--- src/rtl/cpu_pipe_pkg.sv ---
// Shared pipeline definitions: default field widths, control-bit positions
// and the EX/MEM payload layout used by the pipeline registers.
package cpu_pipe_pkg;

  localparam int DATA_W_DEF  = 32;
  localparam int RADDR_W_DEF = 5;
  localparam int WB_W_DEF    = 2;
  localparam int MEM_W_DEF   = 2;

  localparam int MEM_WRITE_BIT   = 1;
  localparam int MEM_READ_BIT    = 0;
  localparam int WB_REGWRITE_BIT = 1;
  localparam int WB_MEMTOREG_BIT = 0;

  // EX/MEM payload at the default widths; field order matches the packing
  // done inside ex_mem_pipe_reg (wb is the most significant field).
  typedef struct packed {
    logic [WB_W_DEF-1:0]    wb;
    logic [MEM_W_DEF-1:0]   mem;
    logic [DATA_W_DEF-1:0]  alu_out;
    logic [DATA_W_DEF-1:0]  mem_wdata;
    logic [RADDR_W_DEF-1:0] rd_addr;
  } ex_mem_payload_t;

  function automatic int ex_mem_payload_w(int data_w, int raddr_w, int wb_w, int mem_w);
    return wb_w + mem_w + 2 * data_w + raddr_w;
  endfunction

endpackage

--- src/rtl/ex_mem_pipe_reg_if.sv ---
// EX/MEM bus: EX-side handshake and payload in, MEM-side handshake and
// held payload out. Forwarding taps exist only when EX_MEM_FWD_EN is defined.
interface ex_mem_pipe_reg_if
  import cpu_pipe_pkg::*;
#(
  parameter int DATA_W  = DATA_W_DEF,
  parameter int RADDR_W = RADDR_W_DEF,
  parameter int WB_W    = WB_W_DEF,
  parameter int MEM_W   = MEM_W_DEF
);
  logic               valid_i;
  logic               ready_o;
  logic               flush_i;
  logic [WB_W-1:0]    wb_i;
  logic [MEM_W-1:0]   mem_i;
  logic [DATA_W-1:0]  alu_out_i;
  logic [DATA_W-1:0]  mem_wdata_i;
  logic [RADDR_W-1:0] rd_addr_i;

  logic               valid_o;
  logic               ready_i;
  logic [DATA_W-1:0]  alu_out_o;
  logic [DATA_W-1:0]  mem_wdata_o;
  logic [RADDR_W-1:0] rd_addr_o;
  logic [WB_W-1:0]    wb_o;
  logic               mem_write_o;
  logic               mem_read_o;
`ifdef EX_MEM_FWD_EN
  logic               fwd_valid_o;
  logic [RADDR_W-1:0] fwd_rd_o;
  logic [DATA_W-1:0]  fwd_data_o;
`endif

  modport master (
    output valid_i, flush_i, wb_i, mem_i, alu_out_i, mem_wdata_i, rd_addr_i, ready_i,
    input  ready_o, valid_o, alu_out_o, mem_wdata_o, rd_addr_o, wb_o,
           mem_write_o, mem_read_o
`ifdef EX_MEM_FWD_EN
    , input fwd_valid_o, fwd_rd_o, fwd_data_o
`endif
  );

  modport slave (
    input  valid_i, flush_i, wb_i, mem_i, alu_out_i, mem_wdata_i, rd_addr_i, ready_i,
    output ready_o, valid_o, alu_out_o, mem_wdata_o, rd_addr_o, wb_o,
           mem_write_o, mem_read_o
`ifdef EX_MEM_FWD_EN
    , output fwd_valid_o, fwd_rd_o, fwd_data_o
`endif
  );

endinterface

--- src/rtl/pipe_skid_buf.sv ---
// Generic two-entry valid/ready skid buffer. The main entry drives the
// output; the skid entry catches the one transfer that arrives while the
// main entry is stalled. ready_o is a flop, so there is no combinational
// path from ready_i back to the producer. Flush empties both entries.
module pipe_skid_buf #(
  parameter int PAYLOAD_W = 8
) (
  input  logic                 clk_i,
  input  logic                 rst_n_i,
  input  logic                 flush_i,
  input  logic                 valid_i,
  output logic                 ready_o,
  input  logic [PAYLOAD_W-1:0] data_i,
  output logic                 valid_o,
  input  logic                 ready_i,
  output logic [PAYLOAD_W-1:0] data_o
);

  logic                 r_main_valid;
  logic [PAYLOAD_W-1:0] r_main_data;
  logic                 r_skid_valid;
  logic [PAYLOAD_W-1:0] r_skid_data;
  logic                 r_ready;

  logic                 w_accept;
  logic                 w_emit;
  logic                 w_main_valid_nxt;
  logic [PAYLOAD_W-1:0] w_main_data_nxt;
  logic                 w_skid_valid_nxt;
  logic [PAYLOAD_W-1:0] w_skid_data_nxt;

  assign w_accept = valid_i & r_ready;
  assign w_emit   = r_main_valid & ready_i;

  // Next-state of both entries; skid content always moves to main before
  // any newer input so ordering is preserved.
  always_comb begin
    w_main_valid_nxt = r_main_valid;
    w_main_data_nxt  = r_main_data;
    w_skid_valid_nxt = r_skid_valid;
    w_skid_data_nxt  = r_skid_data;
    if (!r_main_valid || w_emit) begin
      if (r_skid_valid) begin
        w_main_valid_nxt = 1'b1;
        w_main_data_nxt  = r_skid_data;
        w_skid_valid_nxt = w_accept;
        if (w_accept) begin
          w_skid_data_nxt = data_i;
        end
      end else if (w_accept) begin
        w_main_valid_nxt = 1'b1;
        w_main_data_nxt  = data_i;
      end else begin
        w_main_valid_nxt = 1'b0;
      end
    end else if (w_accept) begin
      // main stalled; r_ready guarantees the skid entry is free here
      w_skid_valid_nxt = 1'b1;
      w_skid_data_nxt  = data_i;
    end
    if (flush_i) begin
      w_main_valid_nxt = 1'b0;
      w_skid_valid_nxt = 1'b0;
    end
  end

  // Entry registers and registered ready; reset beats flush and handshake.
  always_ff @(posedge clk_i) begin
    if (!rst_n_i) begin
      r_main_valid <= 1'b0;
      r_main_data  <= '0;
      r_skid_valid <= 1'b0;
      r_skid_data  <= '0;
      r_ready      <= 1'b1;
    end else begin
      r_main_valid <= w_main_valid_nxt;
      r_main_data  <= w_main_data_nxt;
      r_skid_valid <= w_skid_valid_nxt;
      r_skid_data  <= w_skid_data_nxt;
      r_ready      <= ~w_skid_valid_nxt;
    end
  end

  assign ready_o = r_ready;
  assign valid_o = r_main_valid;
  assign data_o  = r_main_data;

endmodule

--- src/rtl/ex_mem_pipe_reg.sv ---
// EX/MEM pipeline register built on pipe_skid_buf. Packs the EX payload,
// unpacks the held entry and gates the write-back/memory controls so a
// bubble can never write memory or the register file.
// Optional forwarding taps: define EX_MEM_FWD_EN.
module ex_mem_pipe_reg
  import cpu_pipe_pkg::*;
#(
  parameter int DATA_W  = DATA_W_DEF,
  parameter int RADDR_W = RADDR_W_DEF,
  parameter int WB_W    = WB_W_DEF,
  parameter int MEM_W   = MEM_W_DEF
) (
  input  logic               clk_i,
  input  logic               rst_n_i,
  ex_mem_pipe_reg_if.slave   bus
);

  localparam int PAYLOAD_W = ex_mem_payload_w(DATA_W, RADDR_W, WB_W, MEM_W);

  typedef struct packed {
    logic [WB_W-1:0]    wb;
    logic [MEM_W-1:0]   mem;
    logic [DATA_W-1:0]  alu_out;
    logic [DATA_W-1:0]  mem_wdata;
    logic [RADDR_W-1:0] rd_addr;
  } payload_t;

  payload_t w_in;
  payload_t w_out;
  logic     w_valid;

  assign w_in.wb        = bus.wb_i;
  assign w_in.mem       = bus.mem_i;
  assign w_in.alu_out   = bus.alu_out_i;
  assign w_in.mem_wdata = bus.mem_wdata_i;
  assign w_in.rd_addr   = bus.rd_addr_i;

  pipe_skid_buf #(
    .PAYLOAD_W (PAYLOAD_W)
  ) u_skid (
    .clk_i   (clk_i),
    .rst_n_i (rst_n_i),
    .flush_i (bus.flush_i),
    .valid_i (bus.valid_i),
    .ready_o (bus.ready_o),
    .data_i  (w_in),
    .valid_o (w_valid),
    .ready_i (bus.ready_i),
    .data_o  (w_out)
  );

  assign bus.valid_o     = w_valid;
  assign bus.alu_out_o   = w_out.alu_out;
  assign bus.mem_wdata_o = w_out.mem_wdata;
  assign bus.rd_addr_o   = w_out.rd_addr;

  // Control outputs are zero whenever no valid entry is held.
  always_comb begin
    bus.wb_o        = '0;
    bus.mem_write_o = 1'b0;
    bus.mem_read_o  = 1'b0;
    if (w_valid) begin
      bus.wb_o        = w_out.wb;
      bus.mem_write_o = w_out.mem[MEM_WRITE_BIT];
      bus.mem_read_o  = w_out.mem[MEM_READ_BIT];
    end
  end

`ifdef EX_MEM_FWD_EN
  // Forwarding tap: only a valid register write to a non-zero rd forwards.
  always_comb begin
    bus.fwd_valid_o = 1'b0;
    bus.fwd_rd_o    = '0;
    bus.fwd_data_o  = '0;
    if (w_valid && w_out.wb[WB_REGWRITE_BIT] && (w_out.rd_addr != '0)) begin
      bus.fwd_valid_o = 1'b1;
      bus.fwd_rd_o    = w_out.rd_addr;
      bus.fwd_data_o  = w_out.alu_out;
    end
  end
`endif

endmodule

--- src/flat_wrapper.sv ---
// flat-port wrapper written by rule: the top's interface ports become plain ports
module ex_mem_pipe_reg_flat import cpu_pipe_pkg::*;
#(
  parameter int DATA_W  = DATA_W_DEF,
  parameter int RADDR_W = RADDR_W_DEF,
  parameter int WB_W    = WB_W_DEF,
  parameter int MEM_W   = MEM_W_DEF
)
  (clk_i, rst_n_i, bus_valid_i, bus_flush_i, bus_wb_i, bus_mem_i, bus_alu_out_i, bus_mem_wdata_i, bus_rd_addr_i, bus_ready_i, bus_ready_o, bus_valid_o, bus_alu_out_o, bus_mem_wdata_o, bus_rd_addr_o, bus_wb_o, bus_mem_write_o, bus_mem_read_o);
  ex_mem_pipe_reg_if #(.DATA_W(DATA_W), .RADDR_W(RADDR_W), .WB_W(WB_W), .MEM_W(MEM_W)) bus_i ();
  input  logic clk_i;
  input  logic rst_n_i;
  input wire logic [$bits(bus_i.valid_i)-1:0] bus_valid_i;
  input wire logic [$bits(bus_i.flush_i)-1:0] bus_flush_i;
  input wire logic [$bits(bus_i.wb_i)-1:0] bus_wb_i;
  input wire logic [$bits(bus_i.mem_i)-1:0] bus_mem_i;
  input wire logic [$bits(bus_i.alu_out_i)-1:0] bus_alu_out_i;
  input wire logic [$bits(bus_i.mem_wdata_i)-1:0] bus_mem_wdata_i;
  input wire logic [$bits(bus_i.rd_addr_i)-1:0] bus_rd_addr_i;
  input wire logic [$bits(bus_i.ready_i)-1:0] bus_ready_i;
  output wire logic [$bits(bus_i.ready_o)-1:0] bus_ready_o;
  output wire logic [$bits(bus_i.valid_o)-1:0] bus_valid_o;
  output wire logic [$bits(bus_i.alu_out_o)-1:0] bus_alu_out_o;
  output wire logic [$bits(bus_i.mem_wdata_o)-1:0] bus_mem_wdata_o;
  output wire logic [$bits(bus_i.rd_addr_o)-1:0] bus_rd_addr_o;
  output wire logic [$bits(bus_i.wb_o)-1:0] bus_wb_o;
  output wire logic [$bits(bus_i.mem_write_o)-1:0] bus_mem_write_o;
  output wire logic [$bits(bus_i.mem_read_o)-1:0] bus_mem_read_o;
  assign bus_i.valid_i = bus_valid_i;
  assign bus_i.flush_i = bus_flush_i;
  assign bus_i.wb_i = bus_wb_i;
  assign bus_i.mem_i = bus_mem_i;
  assign bus_i.alu_out_i = bus_alu_out_i;
  assign bus_i.mem_wdata_i = bus_mem_wdata_i;
  assign bus_i.rd_addr_i = bus_rd_addr_i;
  assign bus_i.ready_i = bus_ready_i;
  assign bus_ready_o = bus_i.ready_o;
  assign bus_valid_o = bus_i.valid_o;
  assign bus_alu_out_o = bus_i.alu_out_o;
  assign bus_mem_wdata_o = bus_i.mem_wdata_o;
  assign bus_rd_addr_o = bus_i.rd_addr_o;
  assign bus_wb_o = bus_i.wb_o;
  assign bus_mem_write_o = bus_i.mem_write_o;
  assign bus_mem_read_o = bus_i.mem_read_o;
  ex_mem_pipe_reg #(.DATA_W(DATA_W), .RADDR_W(RADDR_W), .WB_W(WB_W), .MEM_W(MEM_W)) u_core (.clk_i(clk_i), .rst_n_i(rst_n_i), .bus(bus_i));
endmodule
--- config.mk ---
export PLATFORM = sky130hd
export DESIGN_NAME = ex_mem_pipe_reg_flat
export DESIGN_NICKNAME = d
export VERILOG_FILES = /design/src/rtl/cpu_pipe_pkg.sv /design/src/rtl/ex_mem_pipe_reg_if.sv /design/src/rtl/pipe_skid_buf.sv /design/src/rtl/ex_mem_pipe_reg.sv /design/src/flat_wrapper.sv
export SDC_FILE = /design/constraint.sdc
export NUM_CORES = 1
export LEC_CHECK = 0
export ABC_AREA = 1
export BUFFER_PORTS_ARGS = -buffer_cell sky130_fd_sc_hd__buf_2
export CAP_MARGIN = 20
export CORE_ASPECT_RATIO = 2
export CORE_MARGIN = 4
export CORE_UTILIZATION = 49
export DETAILED_ROUTE_END_ITERATION = 10
export PLACE_DENSITY = 0.73
export SYNTH_ARGS = -nofsm -noshare
export SYNTH_HDL_FRONTEND = slang
export SYNTH_HIERARCHICAL = 1
export SYNTH_SLANG_ARGS = --single-unit
export TNS_END_PERCENT = 30
--- constraint.sdc ---
create_clock -name clk_i -period 1.2 [get_ports clk_i]
set_input_delay 0.24 -clock clk_i [delete_from_list [all_inputs] [get_ports clk_i]]
set_output_delay 0.24 -clock clk_i [all_outputs]
set_load 0.02 [all_outputs]
== Word-level counts from Yosys, hierarchy flattened ==
Index checks and enable logic that the tools add are counted.
Cells by class
  equality and inequality tests: 1
  mux-type cells: 14
  bitwise operators: 4
  reductions and logical operators: 5
Operators by type and width (count)
  73-bit two-way mux: 5
  1-bit two-way mux: 8
  1-bit bitwise AND: 2
  2-bit two-way mux: 1
  2-bit inequality test (second input constant): 1
  1-bit NOT: 2
  2-bit AND reduction: 1
  2-bit nonzero test: 1
  2-bit OR reduction: 1
  1-bit zero test: 1
  1-bit logical OR: 1
Word-level totals
  register bits after elaboration: 149
  bits of input ports: 78
  output and inout port bits: 75
  word-level logic and storage cells: 29

== Longest topological paths before layout ==
Gate-level depths: netlist (run 1).
  depth after elaboration: 5
  mapped depth: 9
  gate-level depth less buffers: 6

== Hierarchy ==
Netlist (run 1), hierarchy kept.
By module, submodules not included
  pipe_skid_buf: instances 1, cells each 1122, area each 7038.0 um^2, seq. area each 2982.9 um^2
  ex_mem_pipe_reg: instances 1, cells each 8, area each 30.0 um^2, seq. area each 0.0 um^2

== Worst setup path after synthesis (run 1) ==
No wires, ideal clock.
  path type: register to register
  from: register u_core.u_skid.r_ready, in the netlist u_core/u_skid/ready_o
  to: register u_core.u_skid.r_skid_data[16]
  setup time: 115 ps
  arrival: 1245 ps
  required time: 1085 ps
  setup slack: -160 ps
  cell stages (with the launch flop): 8
  path buffers: 2
  clock period less this slack: 1360 ps
  cell sequence: dfxtp_1 -> nand2_1 -> inv_1 -> buf_2 -> buf_1 -> nand3_1 -> nand2_1 -> nor2_1
On the way
  cells in the longest elaborated chain, start to end: 4
RTL lines
  from (decl): line pipe_skid_buf.sv:23  | logic r_ready;
  from (signal assigned): line pipe_skid_buf.sv:80  | r_ready <= ~w_skid_valid_nxt;
  1-bit bitwise AND (*): line pipe_skid_buf.sv:32  | assign w_accept = valid_i & r_ready;
  73-bit two-way mux (*)
  73-bit two-way mux
  73-bit two-way mux (*)
  to (signal assigned): line pipe_skid_buf.sv:79  | r_skid_data <= w_skid_data_nxt;
  to (decl): line pipe_skid_buf.sv:22  | logic [PAYLOAD_W-1:0] r_skid_data;
Mark *: on every way between the ends. The rest lies on a longest branch, timed or not. The select of a mux whose other input is x is not followed.
A chain may end at the register's enable or synchronous reset.

== Worst setup path after layout (run 1) ==
  from: register u_core.u_skid.r_main_valid, in the netlist u_core/u_skid/valid_o
  to: output bus_mem_write_o
On the way
  cells in the longest elaborated chain, start to end: 1
RTL lines
  from (decl): line pipe_skid_buf.sv:19  | logic r_main_valid;
  from (signal assigned): line pipe_skid_buf.sv:76  | r_main_valid <= w_main_valid_nxt;
  1-bit two-way mux: line ex_mem_pipe_reg.sv:62  | if (w_valid) begin
  to (decl): line flat_wrapper.sv:27  | output wire logic [$bits(bus_i.mem_write_o)-1:0] bus_mem_write_o;
No other way between the ends.

==> results of run 1 <==
what timing repair did:
| action | in CTS | in global routing |
|---|---|---|
| gates cloned | 5 | 1 |
| setup buffers | 0 | 0 |
| gates resized for setup | 35 | 22 |
| endpoints found under the hold margin | 0 | 0 |
| endpoints found under the setup margin | 97 | 164 |
per-layer routing:
layer,up-vias,GRT usage
li1,3672,-
met1,3114,0.249
met2,168,0.415
met3,37,0.0356
met4,2,0.102
met5,-,0
power by group:
group	total, mW	internal, mW	switching (mW)
sequential	5.36	5.22	0.142
combinational	1.91	0.749	1.16
clock	5.12	3.05	2.07
logic make-up after synthesis:
logic type	after synthesis	synth area share
buffers and inverters	235	0.142
AND/OR/NAND/NOR	596	0.330
AO/OA/AOI/OAI	150	0.106
flip-flops	149	0.422
state kept, by name, summed over array words and instances, names as in the netlist:
register / flops
u_core/u_skid/data_o: 73
u_core/u_skid/r_skid_data: 73
u_core/u_skid/r_skid_valid: 1
u_core/u_skid/ready_o: 1
u_core/u_skid/valid_o: 1
worst max-delay path, stage by stage (launching register included):
cell and delay, ns:
dfxtp_4 0.34, buf_6 0.13, nand2_2 0.05, inv_2 0.05, buf_6 0.11
layout make-up:
| type | count | area (um^2) | area share |
|---|---|---|---|
| Clock inverter | 12 | 131 | 0.0146 |
| Sequential cell | 149 | 3000 | 0.334 |
| Multi-Input combinational cell | 746 | 3110 | 0.346 |
| Inverter | 155 | 597 | 0.0664 |
| Timing Repair Buffer | 193 | 1480 | 0.165 |
| Clock buffer | 19 | 433 | 0.0482 |
| Tap cell | 189 | 236 | 0.0263 |
stage by stage:
| step | util | cells | setup WS [ns] | instance area [um^2] | total power [mW] |
|---|---|---|---|---|---|
| after global placement | 0.579 | 1426 | -0.0342 | 8130 | 7.21 |
| after detailed placement | 0.579 | 1426 | -0.0696 | 8130 | 7.24 |
| after CTS | 0.636 | 1462 | -0.149 | 8920 | 12.5 |
| after floorplan | - | 1130 | 0.00501 | 7090 | 6.63 |
| final | 0.640 | 1463 | -0.125 | 8990 | 12.4 |
| after global routing | 0.640 | 1463 | -0.168 | 8990 | 13.0 |
cell usage in the layout (no fill, tap or decap), types with 6 or more instances in the layout:
cell type,n
nand2_1,293
nor2_1,221
inv_1,149
dfxtp_1,140
buf_2,131
a21oi_1,76
o21ai_0,74
nand3_1,73
buf_4,30
clkbuf_16,18
buf_12,15
buf_6,9
dfxtp_2,7
buf_16,6
nand2_2,6
worst max path at each step:
stage | to | depth (start not counted)
3_5_place_dp | u_core/u_skid/r_skid_data[40] | 8
3_3_place_gp | u_core/u_skid/r_skid_data[32] | 8
4_1_cts | bus_wb_o[0] | 4
2_1_floorplan | u_core/u_skid/r_skid_data[43] | 6
5_1_grt | bus_mem_write_o | 4
6_report | bus_mem_write_o | 4
==> impl_results.md, run 1 <==
* RSZ-0062 raised after global routing: yes
* Met2 wire length at 9740 um
* Worst slew pin tran at 0.270 ns
* VDD IR-drop max at 0.000938 V
* Synth cell types at 14
* Die ar. at 16500 um^2
* Mapped Cells at 1130
* Site Rows at 61
* Fin Setup TNS at -1.31 ns
* Top FF cell, synth: dfxtp_1
* Vias in the first global route at 6542
* Failing checks: setup timing
* Crit path time final at 1.32 ns
* Synth area leaders: dfxtp_1 42%, nand2_1 16%, nor2_1 12%, inv_1 8.2%, a21oi_1 5.4%
* Iter 0 DRT Violations at 265
* Setup WS post-layout at -0.125 ns
* Yosys top cell area share at 0.422
* Initial Util at 0.503
* Vias at 6993
* Reg2reg path depth at 5
* Worst path arrival time at 1.08 ns
* Finish-stage setup viols at 51
* EDFF count, synth at 0
* Layout cell share with drive strength beyond 1 at 0.193
* Power density over the cells at 1380 nW/um^2
* Nets at 1340
* Die width at 92.9 um
* DR top layer: met5
* Boundary Pins at 153
* Kind of critical path: register to primary output
* Total wire length at 18200 um
* Largest net degree at the start of global routing at 63
* Crit path max fanout at 5
* Routability cong. at 0.818
* Endpoints failing hold at 0
* First-pass GRT wire length at 30300 um
* MaxCap Viol Count at 0
* Antenna Nets Post-Route at 0
* Htree depth at 4
* Fill count at 1383
* Most numerous cell in the Yosys netlist: nand2_1
* Vert. Die Dim at 178 um
* Post-route DRC violation count at 0
* Syn Std Cell Area at 7070 um^2
* Drt pass-1 iters at 5
* Crit. Startpoint: u_core/u_skid/valid_o
* RR Startpoint: u_core/u_skid/valid_o
* Core footprint at 14000 um^2
* Hold Crit Start: bus_flush_i
* Reg2reg setup slack at -0.04 ns
* Synth top cells by count: 300 x nand2_1, 222 x nor2_1, 154 x inv_1
* Clock skew at 0.00836 ns
* Synth Register Bits at 149
* Antenna violations before repair at 1
* CP required at 0.96 ns
* Hold crit path type: input port to register
* Max-slew violations at 0
* Hold WS at 0.0628 ns
* Yosys top cell by area: dfxtp_1
* Period utilization at 1.10
* Root Driver: clkbuf_16
* FFs w/ async S/R, synth at 0
* Relative slew slack at 0.820
* Hold Path End: u_core/u_skid/ready_o
* Clock Latency Late Sink at 0.41 ns
* Global route overflow at 0
* Sequential area share after synthesis at 0.422
* Gr usage total at 0.225
* HPWL Detailed at 11600 um
* Hold depth at 3
* Clk slew on worst S/H paths at 0.06 ns
* Critical Path Source Type: register
* Mean Syn Cell Area at 6.25 um^2
* Leakage at 4.51 nW
* Total CTS buffers at 17
* Synthesis-to-layout area growth at 27.2%
* TritonCTS clock tree: done
* Yosys warnings at 6
* # hold bufs at CTS at 0
* # port buffers at 152
* Via density at 4.78
* Diode count at 0
* Worst Setup End Kind: primary output
* Critical R2R Capture: u_core/u_skid/r_skid_data[44]
* Status: finished with violations
* Max Buffers Root-to-Sink at 2
* WL per Instance at 12.5 um
* Met1 Routed Length at 7100 um
* Mapped Nets at 1208
* Routed wl met3 at 760 um
* Max frequency at 755 MHz
* Clock sinks at 149
Note: power is estimated with default switching activity, not from simulation.
==> inputs of run 2 (changes only) <==
--- a/config.mk
+++ b/config.mk
@@ -5,14 +5,14 @@
 export SDC_FILE = /design/constraint.sdc
 export NUM_CORES = 1
 export LEC_CHECK = 0
-export ABC_AREA = 1
 export BUFFER_PORTS_ARGS = -buffer_cell sky130_fd_sc_hd__buf_2
 export CAP_MARGIN = 20
 export CORE_ASPECT_RATIO = 2
 export CORE_MARGIN = 4
 export CORE_UTILIZATION = 49
 export DETAILED_ROUTE_END_ITERATION = 10
-export PLACE_DENSITY = 0.73
+export HOLD_SLACK_MARGIN = 0.06
+export PLACE_DENSITY = 0.74
 export SYNTH_ARGS = -nofsm -noshare
 export SYNTH_HDL_FRONTEND = slang
 export SYNTH_HIERARCHICAL = 1
==> impl_results.md, run 2 <==
* Reg2reg setup slack at -0.20 ns
* Max frequency at 708 MHz
* Antenna Nets Post-Route at 0
* Hold crit path type: input port to register
* Post-route DRC violation count at 0
* Design Power at 12.4 mW
* Crit path max fanout at 4
* FFs w/ async S/R, synth at 0
* Clock Latency Late Sink at 0.42 ns
* Synth Register Bits at 149
* Total CTS buffers at 17
* MaxCap Viol Count at 0
* TritonCTS clock tree: done
* Mapped Nets at 746
* Yosys top cell by area: dfxtp_1
* Nets at 914
* WL per Instance at 19.8 um
* Vias at 5668
* Synth area leaders: dfxtp_1 45%, mux2i_1 22%, o211a_1 11%, nand2_1 8.3%, nand3_1 5.5%
* Iter 0 DRT Violations at 294
* Finish-stage setup viols at 152
* Top FF cell, synth: dfxtp_1
* Leakage at 4.24 nW
* Clock sinks at 149
* VDD IR-drop max at 0.00118 V
* Clk slew on worst S/H paths at 0.06 ns
* Max-slew violations at 0
* Most common cell after layout, fill and taps aside: nand2_1
* Syn Std Cell Area at 6610 um^2
* # hold bufs at CTS at 0
* Kind of critical path: register to primary output
* Endpoints failing hold at 0
* Via density at 5.66
* Worst Setup End Kind: primary output
* Mean Syn Cell Area at 9.90 um^2
* First-pass GRT wire length at 30200 um
* Relative slew slack at 0.819
* Fin Setup TNS at -14.58 ns
* Crit path time final at 1.41 ns
* Htree depth at 4
* CP required at 0.96 ns
* Boundary Pins at 153
* Largest net degree at the start of global routing at 43
* Mapped Cells at 668
* Drt pass-1 iters at 5
* Routability cong. at 0.766
* RSZ-0062 raised after global routing: yes
* Layout cell share with drive strength beyond 1 at 0.332
* Area after DPL at 7690 um^2
* Crit. Startpoint: u_core/u_skid/valid_o
* RR Startpoint: u_core/u_skid/valid_o
* Most frequent cells in the layout: 147 x nand2_1, 138 x mux2i_1, 132 x dfxtp_1
* Diode count at 0
* Critical R2R Capture: u_core/u_skid/r_skid_data[10]
* Site Rows at 59
* Global route overflow at 0
* Die ar. at 15500 um^2
* Core footprint at 13100 um^2
* Status: finished with violations
* Reg2reg path depth at 5
* Critical Path Source Type: register
* Yosys top cell area share at 0.451
* Setup WS post-layout at -0.213 ns
* Synth top cells by count: 149 x dfxtp_1, 147 x nand2_1, 146 x mux2i_1
* Synthesis-to-layout area growth at 37.7%
* Worst path arrival time at 1.17 ns
* Antenna violations before repair at 0
* EDFF count, synth at 0
* Root Driver: clkbuf_16
* Period utilization at 1.18
* Synth cell types at 17
* Vert. Die Dim at 172 um
* Sequential area share after synthesis at 0.451
* Failing checks: setup timing
* Most numerous cell in the Yosys netlist: dfxtp_1
* Yosys warnings at 6
* Max Buffers Root-to-Sink at 2
* Initial Util at 0.503
* HPWL Detailed at 12100 um
* # port buffers at 152
* Die width at 90.1 um
* Vias in the first global route at 5912
* Total wire length at 19800 um
* Worst slew pin tran at 0.271 ns
* Final instance area at 9100 um^2
* Clock skew at 0.0125 ns
* Critical path destination: bus_wb_o[0]
* Power density over the cells at 1360 nW/um^2
* Gr usage total at 0.248
-- run 2: changes by cell type after synthesis, sizes merged, moves of 75 or more --
cell / before / now
inv: 155 / 0
nor2: 222 / 2
mux2i: 0 / 146
a21oi: 76 / 1
nand2: 301 / 147
-- run 2: per-stage QoR --
stage          utilization  std cells  hold WS (ns)  setup slack [ns]
6_report             0.693       1001        0.0649            -0.213
5_1_grt              0.693       1001        0.0723            -0.265
4_1_cts              0.673        995        0.0605            -0.222
3_5_place_dp         0.586        943         0.448            -0.139
3_3_place_gp         0.586        943         0.441           -0.0932
2_1_floorplan            -        668         0.382           -0.0669
-- run 2: cell type report --
| cell class | instances | area, um^2 |
|---|---|---|
| Tap cell | 152 | 190 |
| Fill cell | 1018 | 4040 |
| Sequential cell | 149 | 3010 |
| Clock inverter | 13 | 146 |
| Timing Repair Buffer | 214 | 2000 |
| Multi-Input combinational cell | 454 | 3310 |
| Clock buffer | 19 | 453 |
-- run 2: timing repair --
action,CTS,global route
endpoints found under the setup margin,162,186
resized for setup,57,60
pin swaps,50,14
gates cloned,11,5
buffers inserted,9,3
-- run 2: logic make-up (layout without fill, tap and decap cells) --
logic type	Yosys count	count (layout)	share of synthesized area
compound gates	78	78	0.116
mux	146	146	0.221
buf+inv	65	246	0.0638
flops	149	149	0.451
simple gates	230	230	0.148
-- run 2: where the power goes --
part           switching [mW]  leakage (nW)  internal [mW]
clock                    2.17         0.279           3.19
combinational           0.929          2.73          0.793
sequential              0.148          1.23           5.19
total                    3.24          4.24           9.18
-- run 2: worst max-delay path, stage by stage (launching register included) --
cell,delay [ns]
dfxtp_4,0.36
buf_6,0.12
and2_4,0.14
buf_6,0.13
-- run 2: per-layer routing --
layer	share of wire	global-route usage	wire (um)
met1	0.35	0.244	7000
met2	0.57	0.485	11300
met3	0.040	0.0457	800
met4	0.038	0.137	744
met5	0	0	0
-- run 2: how the worst min path moves through the flow --
stage	start	end	slack, ns	cells after the start
2_1_floorplan	bus_rd_addr_i[0]	u_core/u_skid/r_skid_data[0]	0.38	2
3_3_place_gp	u_core/u_skid/r_skid_data[59]	u_core/u_skid/r_skid_data[59]	0.44	2
5_1_grt	bus_mem_wdata_i[13]	u_core/u_skid/r_skid_data[18]	0.07	3
3_5_place_dp	u_core/u_skid/r_skid_data[60]	u_core/u_skid/r_skid_data[60]	0.45	2
6_report	bus_mem_wdata_i[13]	u_core/u_skid/r_skid_data[18]	0.06	3
4_1_cts	bus_mem_wdata_i[13]	u_core/u_skid/r_skid_data[18]	0.06	3
==> inputs of run 3 (changes only) <==
--- a/config.mk
+++ b/config.mk
@@ -12,7 +12,7 @@
 export CORE_UTILIZATION = 49
 export DETAILED_ROUTE_END_ITERATION = 10
 export HOLD_SLACK_MARGIN = 0.06
-export PLACE_DENSITY = 0.74
+export PLACE_DENSITY_LB_ADDON = 0.2
 export SYNTH_ARGS = -nofsm -noshare
 export SYNTH_HDL_FRONTEND = slang
 export SYNTH_HIERARCHICAL = 1
==> impl_results.md, run 3 (synthesis gave the netlist of run 2 again) <==
* Layout cell share with drive strength beyond 1 at 0.345
* Boundary Pins at 153
* Max Buffers Root-to-Sink at 2
* Met2 wire length at 11500 um
* Total wire length at 21000 um
* Most frequent cells in the layout: 147 x nand2_1, 139 x mux2i_1, 138 x dfxtp_1
* Post-placement worst setup slack at -0.134 ns
* Core footprint at 13100 um^2
* Status: finished with violations
* Fill count at 926
* Hold crit path type: input port to register
* HPWL Detailed at 11200 um
* Nets at 928
* Clk slew on worst S/H paths at 0.06 ns
* # port buffers at 152
* Period utilization at 1.18
* Leakage at 4.45 nW
* Final instance area at 9480 um^2
* Kind of critical path: register to register
* MaxCap Viol Count at 0
* Antenna violations before repair at 0
* Via density at 5.75
* First-pass GRT wire length at 32100 um
* VDD IR-drop max at 0.000995 V
* Largest net degree at the start of global routing at 52
* Crit path time final at 1.41 ns
* Diode count at 0
* RSZ-0062 raised after global routing: yes
* Post-route DRC violation count at 0
* Die width at 90.1 um
* Worst Setup End Kind: register
* Vias in the first global route at 6134
* Met1 Routed Length at 7910 um
* Htree depth at 4
* Reg2reg setup slack at -0.21 ns
* Failing checks: setup timing
* Routed wl met3 at 1100 um
* Area after DPL at 7580 um^2
* Drt pass-1 iters at 6
* Total CTS buffers at 17
* Clock sinks at 149
* Max frequency at 708 MHz
* Vert. Die Dim at 172 um
* Endpoints failing hold at 0
* Power density over the cells at 1310 nW/um^2
* TritonCTS clock tree: done
* Worst slew pin tran at 0.213 ns
* Vias at 5836
* Crit path max fanout at 8
* Iter 0 DRT Violations at 276
* Multi-input gate area at 3370 um^2
* Slowest-stage cell, CP: dfxtp_4
* DR top layer: met4
* Worst path arrival time at 1.74 ns
* Root Driver: clkbuf_16
* Synthesis-to-layout area growth at 43.3%
* Relative slew slack at 0.854
* Site Rows at 59
* WL per Instance at 20.7 um
* Clock skew at 0.00884 ns
* Crit-path cells: buf_12, o211a_4, buf_12, buf_16, mux2i_1
* Setup WS post-layout at -0.212 ns
* CP max stage delay at 0.40 ns
* Worst path most repeated cell: buf_12
* Max-slew violations at 0
* Most common cell after layout, fill and taps aside: nand2_1
* Sequential cell area at 3000 um^2
* Initial Util at 0.503
* Gr usage total at 0.263
* Routability cong. at 0.776
* CP required at 1.53 ns
* Critical Path Source Type: register
* Design Power at 12.4 mW
* Die ar. at 15500 um^2
* Clock Latency Late Sink at 0.41 ns
* Finish-stage setup viols at 152
* Antenna Nets Post-Route at 0
* Global route overflow at 0
-- run 3: changes by cell type in the layout (fill, tap and decap cells not counted), moves of 4 or more --
cell	previous run	this run
buf_8	2	7
nand3_1	71	63
clkinvlp_4	5	0
nand3_2	2	10
buf_4	55	50
buf_16	10	21
dfxtp_1	132	138
buf_2	103	107
dfxtp_2	15	9
-- run 3: metal layers --
metal / vias to the layer above / global-route usage
li1: 2730 / -
met1: 2857 / 0.292
met2: 211 / 0.487
met3: 38 / 0.0557
met4: 0 / 0.110
met5: - / 0
-- run 3: layout make-up --
type	count	share of cell area
multi-input combinational	455	0.355
timing repair buffer	227	0.248
clock inverter	15	0.0154
clock buffer	17	0.0449
tap	152	0.0201
sequential	149	0.317
-- run 3: worst paths after layout --
| check | endpoint | depth (start not counted) | startpoint |
|---|---|---|---|
| max reg2reg | u_core/u_skid/r_skid_data[33] | 5 | u_core/u_skid/r_skid_valid |
| min | u_core/u_skid/r_skid_data[70] | 3 | bus_mem_i[1] |
| max | u_core/u_skid/r_skid_data[33] | 5 | u_core/u_skid/r_skid_valid |
| min reg2reg | u_core/u_skid/r_skid_data[54] | 2 | u_core/u_skid/r_skid_data[54] |
-- run 3: worst max-delay path: cells and delay by family (launching register included) --
kind,cells,cell delay (ns)
AOI/OAI and AO/OA,1,0.28
DFF,1,0.40
muxes,1,0.23
buffers and inverters,3,0.43
-- run 3: report_power, final --
group          switching [mW]  leakage [nW]  internal, mW
clock network            2.26         0.287          2.92
registers               0.142          1.22          5.19
logic                   0.983          2.94         0.897
total                    3.38          4.45          9.00
-- run 3: repair_timing --
action,in CTS,in global routing
pin swaps,6,11
setup buffers,13,8
cloned,23,8
endpoints found under the setup margin,157,193
gates resized for setup,74,67
hold buffers,0,0
-- run 3: stage by stage --
stage          instances  setup TNS, ns   util  hold WS [ns]
6_report            1015         -21.43  0.721        0.0791
5_1_grt             1015         -25.83  0.721        0.0620
4_1_cts             1003         -16.69  0.694        0.0660
3_5_place_dp         935         -13.88  0.577         0.449
3_3_place_gp         935          -9.19  0.577         0.441
2_1_floorplan        668          -8.49      -         0.382
